## src/rtl/reg_write_arbiter.sv

```systemverilog
`default_nettype none
// ============================================================================
// Module   : reg_write_arbiter
// Purpose  : Round-robin arbiter sharing the single register-file write port
//            between NUM_REQ writeback requesters. The granted destination
//            address is decoded into registered one-hot write enables that
//            drive the register file's enabled flip-flop banks. Writes to the
//            hard-wired zero register are accepted and then discarded.
// Ports    : clk_i          - system clock, rising edge
//            reset_i        - synchronous active-high reset
//            req_valid_i    - per-requester write request
//            req_addr_i     - packed destination addresses (k*ADDR_W +: ADDR_W)
//            req_data_i     - packed write data (k*DATA_W +: DATA_W)
//            req_ready_o    - combinational one-hot grant/accept
//            wr_enable_o    - registered one-hot register write enables
//            wr_data_o      - registered write data
//            grant_id_o     - registered index of last accepted requester
//            conflict_cnt_o - saturating count of multi-request cycles
// Revision : 1.0 - initial release
// ============================================================================
module reg_write_arbiter #(
    parameter int NUM_REQ  = 2,
    parameter int NUM_REGS = 32,
    parameter int ADDR_W   = 5,
    parameter int DATA_W   = 64,
    parameter int ZERO_REG = 31
) (
    input  logic                      clk_i,
    input  logic                      reset_i,
    input  logic [NUM_REQ-1:0]        req_valid_i,
    input  logic [NUM_REQ*ADDR_W-1:0] req_addr_i,
    input  logic [NUM_REQ*DATA_W-1:0] req_data_i,
    output logic [NUM_REQ-1:0]        req_ready_o,
    output logic [NUM_REGS-1:0]       wr_enable_o,
    output logic [DATA_W-1:0]         wr_data_o,
    output logic [1:0]                grant_id_o,
    output logic [15:0]               conflict_cnt_o
);

    localparam int                PTR_W      = $clog2(NUM_REQ);
    localparam logic [NUM_REGS-1:0] c_onehot_lsb = {{(NUM_REGS-1){1'b0}}, 1'b1};
    localparam logic [ADDR_W-1:0] c_zero_reg = ADDR_W'(ZERO_REG);
    localparam logic [15:0]       c_cnt_max  = 16'hFFFF;

    // (base + off) mod NUM_REQ; base and off are both below NUM_REQ, so one
    // conditional subtract is enough even for non-power-of-two NUM_REQ.
    function automatic logic [PTR_W-1:0] wrap_idx(input int unsigned base,
                                                  input int unsigned off);
        int unsigned s;
        s = base + off;
        if (s >= NUM_REQ) begin
            s = s - NUM_REQ;
        end
        return s[PTR_W-1:0];
    endfunction

    logic [PTR_W-1:0]  r_rr_ptr;
    logic [NUM_REGS-1:0] r_wr_enable;
    logic [DATA_W-1:0] r_wr_data;
    logic [1:0]        r_grant_id;
    logic [15:0]       r_conflict_cnt;

    logic [NUM_REQ-1:0] w_ready;
    logic               w_accept;
    logic [PTR_W-1:0]   w_grant_idx;
    logic [ADDR_W-1:0]  w_sel_addr;
    logic [DATA_W-1:0]  w_sel_data;
    logic               w_conflict;

    logic [ADDR_W-1:0] w_addr [NUM_REQ];
    logic [DATA_W-1:0] w_data [NUM_REQ];

    generate
        for (genvar k = 0; k < NUM_REQ; k++) begin : g_unpack
            assign w_addr[k] = req_addr_i[k*ADDR_W +: ADDR_W];
            assign w_data[k] = req_data_i[k*DATA_W +: DATA_W];
        end
    endgenerate

    // Scan from the round-robin pointer; the first valid requester wins.
    // Reset suppresses all grants so nothing is accepted while in reset.
    always_comb begin
        w_ready     = '0;
        w_accept    = 1'b0;
        w_grant_idx = '0;
        for (int i = 0; i < NUM_REQ; i++) begin
            if (!w_accept && req_valid_i[wrap_idx(int'(r_rr_ptr), i)]) begin
                w_accept    = 1'b1;
                w_grant_idx = wrap_idx(int'(r_rr_ptr), i);
            end
        end
        if (reset_i) begin
            w_accept = 1'b0;
        end
        if (w_accept) begin
            w_ready[w_grant_idx] = 1'b1;
        end
    end

    assign w_sel_addr = w_addr[w_grant_idx];
    assign w_sel_data = w_data[w_grant_idx];
    assign w_conflict = ($countones(req_valid_i) >= 2);

    always_ff @(posedge clk_i) begin
        if (reset_i) begin
            r_rr_ptr       <= '0;
            r_wr_enable    <= '0;
            r_wr_data      <= '0;
            r_grant_id     <= '0;
            r_conflict_cnt <= '0;
        end else begin
            if (w_accept) begin
                r_rr_ptr   <= wrap_idx(int'(w_grant_idx), 1);
                r_wr_data  <= w_sel_data;
                r_grant_id <= 2'(w_grant_idx);
                // Zero-register writes complete the handshake but never
                // reach the register file.
                r_wr_enable <= (w_sel_addr != c_zero_reg) ?
                               (c_onehot_lsb << w_sel_addr) : '0;
            end else begin
                r_wr_enable <= '0;
            end

            if (w_conflict && (r_conflict_cnt != c_cnt_max)) begin
                r_conflict_cnt <= r_conflict_cnt + 16'd1;
            end
        end
    end

    assign req_ready_o    = w_ready;
    assign wr_enable_o    = r_wr_enable;
    assign wr_data_o      = r_wr_data;
    assign grant_id_o     = r_grant_id;
    assign conflict_cnt_o = r_conflict_cnt;

endmodule
`default_nettype wire

```

## config.mk

```make
export PLATFORM = sky130hd
export DESIGN_NAME = reg_write_arbiter
export DESIGN_NICKNAME = d
export VERILOG_FILES = /design/src/rtl/reg_write_arbiter.sv
export SDC_FILE = /design/constraint.sdc
export NUM_CORES = 1
export LEC_CHECK = 0
export CAP_MARGIN = 20
export CORE_MARGIN = 10
export CORE_UTILIZATION = 41
export CTS_CLUSTER_DIAMETER = 150
export CTS_CLUSTER_SIZE = 24
export DETAILED_ROUTE_END_ITERATION = 12
export PLACE_DENSITY = 0.87
export SLEW_MARGIN = 5
export SYNTH_ARGS = -nofsm -noshare
export SYNTH_HDL_FRONTEND = slang
export SYNTH_SLANG_ARGS = --single-unit
export TNS_END_PERCENT = 10
```

## constraint.sdc

```tcl
create_clock -name clk_i -period 4.29 [get_ports clk_i]
set_clock_uncertainty 0.05 [all_clocks]
set_input_delay 0.429 -clock clk_i [delete_from_list [all_inputs] [get_ports clk_i]]
set_output_delay 0.429 -clock clk_i [all_outputs]
set_load 0.01 [all_outputs]
```

==> results of run 1 <==
-- area by class of cell --
class,count,area [um^2]
inverters,6,22.5
flip-flops and latches,114,2280
clock inverters,14,178
well taps,140,175
repair buffers,262,2600
fillers,761,3090
clock buffers,18,428
multi-input cells,336,1960
-- sequential cells by signal (all words and copies together), names as in the netlist --
name / flops
conflict_cnt_o: 16
wr_enable_o: 32
r_rr_ptr: 1
grant_id_o: 1
wr_data_o: 64
-- cell usage in the layout (no fill, tap or decap), drive strengths merged --
cell type        n
clkinv           3
bufinv           3
nor3             6
nand3            5
inv             10
clkinvlp         4
conb             2
or3              5
clkbuf          18
buf              7
o31ai            5
nand4            7
a41oi            1
nor4            34
mux2             4
a31oi            3
a21boi           1
nor2b            2
a32oi            2
ha               1
nand2           74
o21ai            7
clkdlybuf4s50  255
or2              2
mux2i            3
and4             4
a22oi           64
o2111ai          1
nand4b           1
a211oi           2
nand2b           4
nor2            11
dfxtp          114
or4              5
a21oi           76
and4b            1
and2             2
o31a             1
-- power breakdown --
| group | switching [mW] | total, mW | internal (mW) |
|---|---|---|---|
| Clock | 0.521 | 1.43 | 0.907 |
| Combinational | 0.203 | 0.454 | 0.251 |
| Sequential | 0.0283 | 1.14 | 1.11 |
-- worst max-delay path by stage --
stage,from,endpoint,slack (ns),cells past startpoint
2_1_floorplan,req_valid_i[0],req_ready_o[0],2.30,7
3_3_place_gp,req_valid_i[1],wr_enable_o[24]$_SDFF_PP0_,1.25,5
3_5_place_dp,req_valid_i[1],wr_enable_o[16]$_SDFF_PP0_,1.06,5
4_1_cts,req_valid_i[0],req_ready_o[0],1.38,5
5_1_grt,req_valid_i[0],req_ready_o[0],1.26,5
6_report,req_valid_i[0],req_ready_o[0],1.36,5
-- logic make-up (layout without fill, tap and decap cells) --
group | Yosys count | after routing | share of synthesized area (%)
AOI/OAI and AO/OA | 163 | 163 | 22.9
adders and majority gates | 1 | 1 | 0.281
buffers and inverters | 51 | 300 | 5.20
DFF | 114 | 114 | 51.2
muxes | 7 | 7 | 1.85
other | 1 | 2 | 0.0842
and+or+nand+nor | 163 | 163 | 18.5
-- routing by layer --
| metal | vias up | wire length (um) |
|---|---|---|
| li1 | 2327 | - |
| met1 | 2380 | 6770 |
| met2 | 310 | 9160 |
| met3 | 38 | 2140 |
| met4 | 0 | 381 |
| met5 | - | 0 |
==> impl_metrics.env, run 1 <==
export IMPL_worst_r2r_cell_count=5
export IMPL_synth_most_common_cell="dfxtp_1"
export IMPL_total_power_mw=3.02
export IMPL_cp_max_fo=30
export IMPL_async_flop_share_pct=0
export IMPL_peakVddDrop_mv=0.220
export IMPL_num_vias=5055
export IMPL_num_antenna_cells=0
export IMPL_fmax_mhz=341
export IMPL_ys_types=40
export IMPL_cp_slowest_cell="clkdlybuf4s50_1"
export IMPL_core_area_mm2=0.0107
export IMPL_ant_nets=0
export IMPL_dr_pass1_iters=5
export IMPL_synth_top_area_share_pct=51.2
export IMPL_setup_viol=0
export IMPL_critical_path_buf_inv_count=2
export IMPL_worstReg2RegStart="r_rr_ptr$_SDFFE_PP0N_"
export IMPL_grt_usage_pct=22.2
export IMPL_rrSetupSlack_ns=1.64
export IMPL_clock_sinks=114
export IMPL_finalNetCount=880
export IMPL_fin_cells=890
export IMPL_syn_cell_area_mm2=0.00446
export IMPL_slew_headroom_pct=48.2
export IMPL_overflow=0
export IMPL_status="completed"
export IMPL_synth_top_area_cell="dfxtp_1"
export IMPL_crit_family="buffers and inverters"
export IMPL_path_common_cell="clkdlybuf4s50_1"
export IMPL_place_ws_ns=1.06
export IMPL_die_w_um=124
export IMPL_cts_htree_levels=4
export IMPL_numCtsBuffers=17
export IMPL_drive_above_1_share_pct=6.53
export IMPL_first_iter_violations=598
export IMPL_rows=38
export IMPL_fin_crit_sh_pct=68.3
export IMPL_yosysSeqAreaShare_pct=51.2
export IMPL_power_density_mw_per_mm2=395
export IMPL_timing_final_ws_setup_ns=1.36
export IMPL_use_met2_pct=37.5
export IMPL_grt_start_max_net_pins=66
export IMPL_startpoint_type="input port"
export IMPL_clk_latency_ns=0.50
export IMPL_use_met3_pct=11.5
export IMPL_dp_cells=856
export IMPL_die_h_um=124
export IMPL_post_cts_buffers=0
export IMPL_drv_cap=0
export IMPL_cts_resized=0
export IMPL_arrival_ns=2.45
export IMPL_cts_max_path_buffers=2
export IMPL_syn_inst=500
export IMPL_top_usage_layer="met2"
export IMPL_final_cell_area_mm2=0.00765
export IMPL_path_clk_slew_ns=0.06
export IMPL_wirelength_um=18400
export IMPL_start_util_pct=41.5
export IMPL_hold_end="grant_id_o[0]$_SDFFE_PP0N_"
export IMPL_grt_pass1_wl_um=28000
export IMPL_hold_buffers=0
export IMPL_die_area_mm2=0.0154
export IMPL_worstPathRequired_ns=3.81
export IMPL_whs_ns=0.386
export IMPL_dpl_instance_area_mm2=0.00703
export IMPL_io_pins=258
export IMPL_ys_warn_count=0
export IMPL_port_buffers=256
export IMPL_rsz0062_at_grt="no"
export IMPL_hpwl_um=13500
export IMPL_synthTopCellsByArea="dfxtp_1, a22oi_1, a21oi_1"
export IMPL_use_met1_pct=23.4
export IMPL_hold_path_depth=2
export IMPL_area_delta_synth_final_pct=71.7
export IMPL_hold_start="reset_i"
export IMPL_synth_edf_count=0
export IMPL_grt_pass1_vias=5009
export IMPL_slowest_delay_ns=0.63
export IMPL_synth_flop_cell="dfxtp_1"
export IMPL_worst_r2r_endpoint="wr_enable_o[16]$_SDFF_PP0_"
export IMPL_slew_violations=0
export IMPL_fin_util_pct=71.2
export IMPL_gp_congestion=0.887
export IMPL_cts_tree="built"
export IMPL_yosys_register_bits=114
export IMPL_hold_viol=0
export IMPL_tns_ns=0
export IMPL_post_route_min_period_ns=2.93
export IMPL_drc=0
export IMPL_p_leak_nw=2.74
export IMPL_syn_area_per_cell_um2=8.91
export IMPL_root_buffer="clkbuf_8"
export IMPL_wl_per_cell_um=20.7
export IMPL_synth_commonest_cells="dfxtp_1, a21oi_1, nand2_1, a22oi_1, nor4_1"
export IMPL_holdCritPathClass="in -> reg"
export IMPL_antenna_found_initial=0
export IMPL_end_kind="output pin"
export IMPL_path_cells="clkdlybuf4s50_1, nand2b_1, and2_4, nor3_1, clkdlybuf4s50_1"
export IMPL_viasPerCell=5.68
export IMPL_crit_type="in -> out"
export IMPL_worstMarginPinSlew_ns=0.774
Power figures use the tool's default switching activity.
==> run 2: changes to the inputs <==
--- a/config.mk
+++ b/config.mk
@@ -7,11 +7,11 @@
 export LEC_CHECK = 0
 export CAP_MARGIN = 20
 export CORE_MARGIN = 10
-export CORE_UTILIZATION = 41
+export CORE_UTILIZATION = 34
 export CTS_CLUSTER_DIAMETER = 150
 export CTS_CLUSTER_SIZE = 24
 export DETAILED_ROUTE_END_ITERATION = 12
-export PLACE_DENSITY = 0.87
+export PLACE_DENSITY = 0.77
 export SLEW_MARGIN = 5
 export SYNTH_ARGS = -nofsm -noshare
 export SYNTH_HDL_FRONTEND = slang
==> constraint.sdc (replaced) <==
create_clock -name clk_i -period 2.5 [get_ports clk_i]
set_clock_uncertainty 0.05 [all_clocks]
set_input_delay 0.25 -clock clk_i [delete_from_list [all_inputs] [get_ports clk_i]]
set_output_delay 0.25 -clock clk_i [all_outputs]
set_load 0.01 [all_outputs]
==> run 2 against run 1 <==
Compared with the run above: register-to-register slack got worse by 1.2 ns; hold slack got worse by 0.048 ns; global-route usage decreased by 3.3 points; critical path depth unchanged; worst setup slack got worse by 1.2 ns; flip-flop and latch count unchanged; combinational power increased by 73%; die area increased by 17%; highest routed layer unchanged.
==> impl_metrics.env, run 2 (synthesis gave the netlist of run 1 again) <==
export IMPL_status="completed"
export IMPL_dpl_instance_area_mm2=0.00715
export IMPL_clk_latency_ns=0.41
export IMPL_clock_sinks=114
export IMPL_slew_violations=0
export IMPL_holdCritPathClass="in -> reg"
export IMPL_cts_tree="built"
export IMPL_p_leak_nw=2.81
export IMPL_worstMarginPinSlew_ns=0.739
export IMPL_antenna_found_initial=0
export IMPL_ant_nets=0
export IMPL_largest_reg_flops=64
export IMPL_post_route_min_period_ns=2.31
export IMPL_most_common_layout_cells="clkdlybuf4s50_1, dfxtp_1, a21oi_1"
export IMPL_grt_start_max_net_pins=53
export IMPL_grt_pass1_vias=5220
export IMPL_die_h_um=134
export IMPL_hold_viol=0
export IMPL_num_antenna_cells=0
export IMPL_worst_r2r_endpoint="conflict_cnt_o[0]$_SDFFE_PP0P_"
export IMPL_final_cell_area_mm2=0.00777
export IMPL_tns_ns=0
export IMPL_area_delta_synth_final_pct=74.4
export IMPL_wl_per_cell_um=19.4
export IMPL_grt_pass1_wl_um=27200
export IMPL_io_pins=258
export IMPL_grt_usage_pct=18.9
export IMPL_startpoint_type="input port"
export IMPL_die_area_mm2=0.0181
export IMPL_fillers=1084
export IMPL_core_area_mm2=0.0127
export IMPL_gp_congestion=0.885
export IMPL_final_common_cell="clkdlybuf4s50_1"
export IMPL_hpwl_um=13400
export IMPL_cts_max_path_buffers=2
export IMPL_num_vias=4993
export IMPL_cts_resized=0
export IMPL_dr_pass1_iters=5
export IMPL_power_density_mw_per_mm2=680
export IMPL_viasPerCell=5.37
export IMPL_end_kind="output pin"
export IMPL_worstReg2RegStart="conflict_cnt_o[3]$_SDFFE_PP0P_"
export IMPL_post_cts_buffers=0
export IMPL_finalNetCount=888
export IMPL_crit_type="in -> out"
export IMPL_rsz0062_at_grt="no"
export IMPL_drc=0
export IMPL_drive_above_1_share_pct=7.39
export IMPL_port_buffers=256
export IMPL_slew_headroom_pct=50.3
export IMPL_worstPathRequired_ns=2.20
export IMPL_fmax_mhz=434
export IMPL_arrival_ns=2.01
export IMPL_cp_max_fo=10
export IMPL_hold_start="req_data_i[5]"
export IMPL_numCtsBuffers=17
export IMPL_wirelength_um=18100
export IMPL_overflow=0
export IMPL_hold_buffers=0
export IMPL_drv_cap=0
export IMPL_path_clk_slew_ns=0.05
export IMPL_root_buffer="clkbuf_16"
export IMPL_hold_path_depth=3
export IMPL_start_util_pct=35.0
export IMPL_worst_r2r_cell_count=4
export IMPL_first_iter_violations=293
export IMPL_hold_end="wr_data_o[5]$_SDFFE_PP0N_"
export IMPL_die_w_um=134
export IMPL_rrSetupSlack_ns=0.40
export IMPL_cts_htree_levels=4
export IMPL_rows=41
export IMPL_fin_crit_sh_pct=92.3
export IMPL_setup_viol=0
export IMPL_peakVddDrop_mv=0.482
run 2: worst max-delay path: stages:
cell and delay, ns:
clkdlybuf4s50_1 0.66, nand2b_1 0.13, and2_4 0.23, nor3_1 0.16, clkdlybuf4s50_1 0.58
run 2: layout make-up:
type                            count  area (um^2)  share of cell area [%]
Multi-Input combinational cell    336         1960                    25.3
Tap cell                          172          215                    2.77
Inverter                            6         22.5                   0.290
Sequential cell                   114         2280                    29.4
Clock buffer                       19          443                    5.70
Timing Repair Buffer              270         2660                    34.3
Clock inverter                     13          183                    2.35
run 2: power by group:
part           internal (mW)  switching, mW  leakage (nW)  total (mW)
Combinational          0.439          0.345          1.56       0.784
Clock                   1.69          0.858         0.307        2.55
Sequential              1.91         0.0472         0.934        1.95
run 2: routing by layer:
metal	track usage, %	vias to the layer above	wire, um
met3	9.31	19	2130
met5	0	-	0
met2	32.1	263	8780
met1	19.7	2374	6850
li1	-	2337	-
met4	7.26	0	297
run 2: through the flow:
stage	total power [mW]	hold slack [ns]	instances	utilization, %	setup WS [ns]
after CTS	5.33	0.321	930	61.1	0.187
after floorplan	2.29	0.340	501	-	0.725
after global routing	5.47	0.337	930	61.1	0.0919
after detailed placement	2.77	0.429	898	56.2	0.199
after global placement	2.75	0.421	898	56.2	0.265
final	5.29	0.338	930	61.1	0.194
run 2: worst max path at each step:
stage	slack, ns	start	endpoint	depth (start not counted)
2_1_floorplan	0.72	r_rr_ptr$_SDFFE_PP0N_	req_ready_o[0]	7
3_3_place_gp	0.27	req_valid_i[0]	req_ready_o[0]	5
3_5_place_dp	0.20	req_valid_i[0]	req_ready_o[0]	5
4_1_cts	0.19	req_valid_i[0]	req_ready_o[0]	5
5_1_grt	0.09	req_valid_i[0]	req_ready_o[0]	5
6_report	0.19	req_valid_i[0]	req_ready_o[0]	5
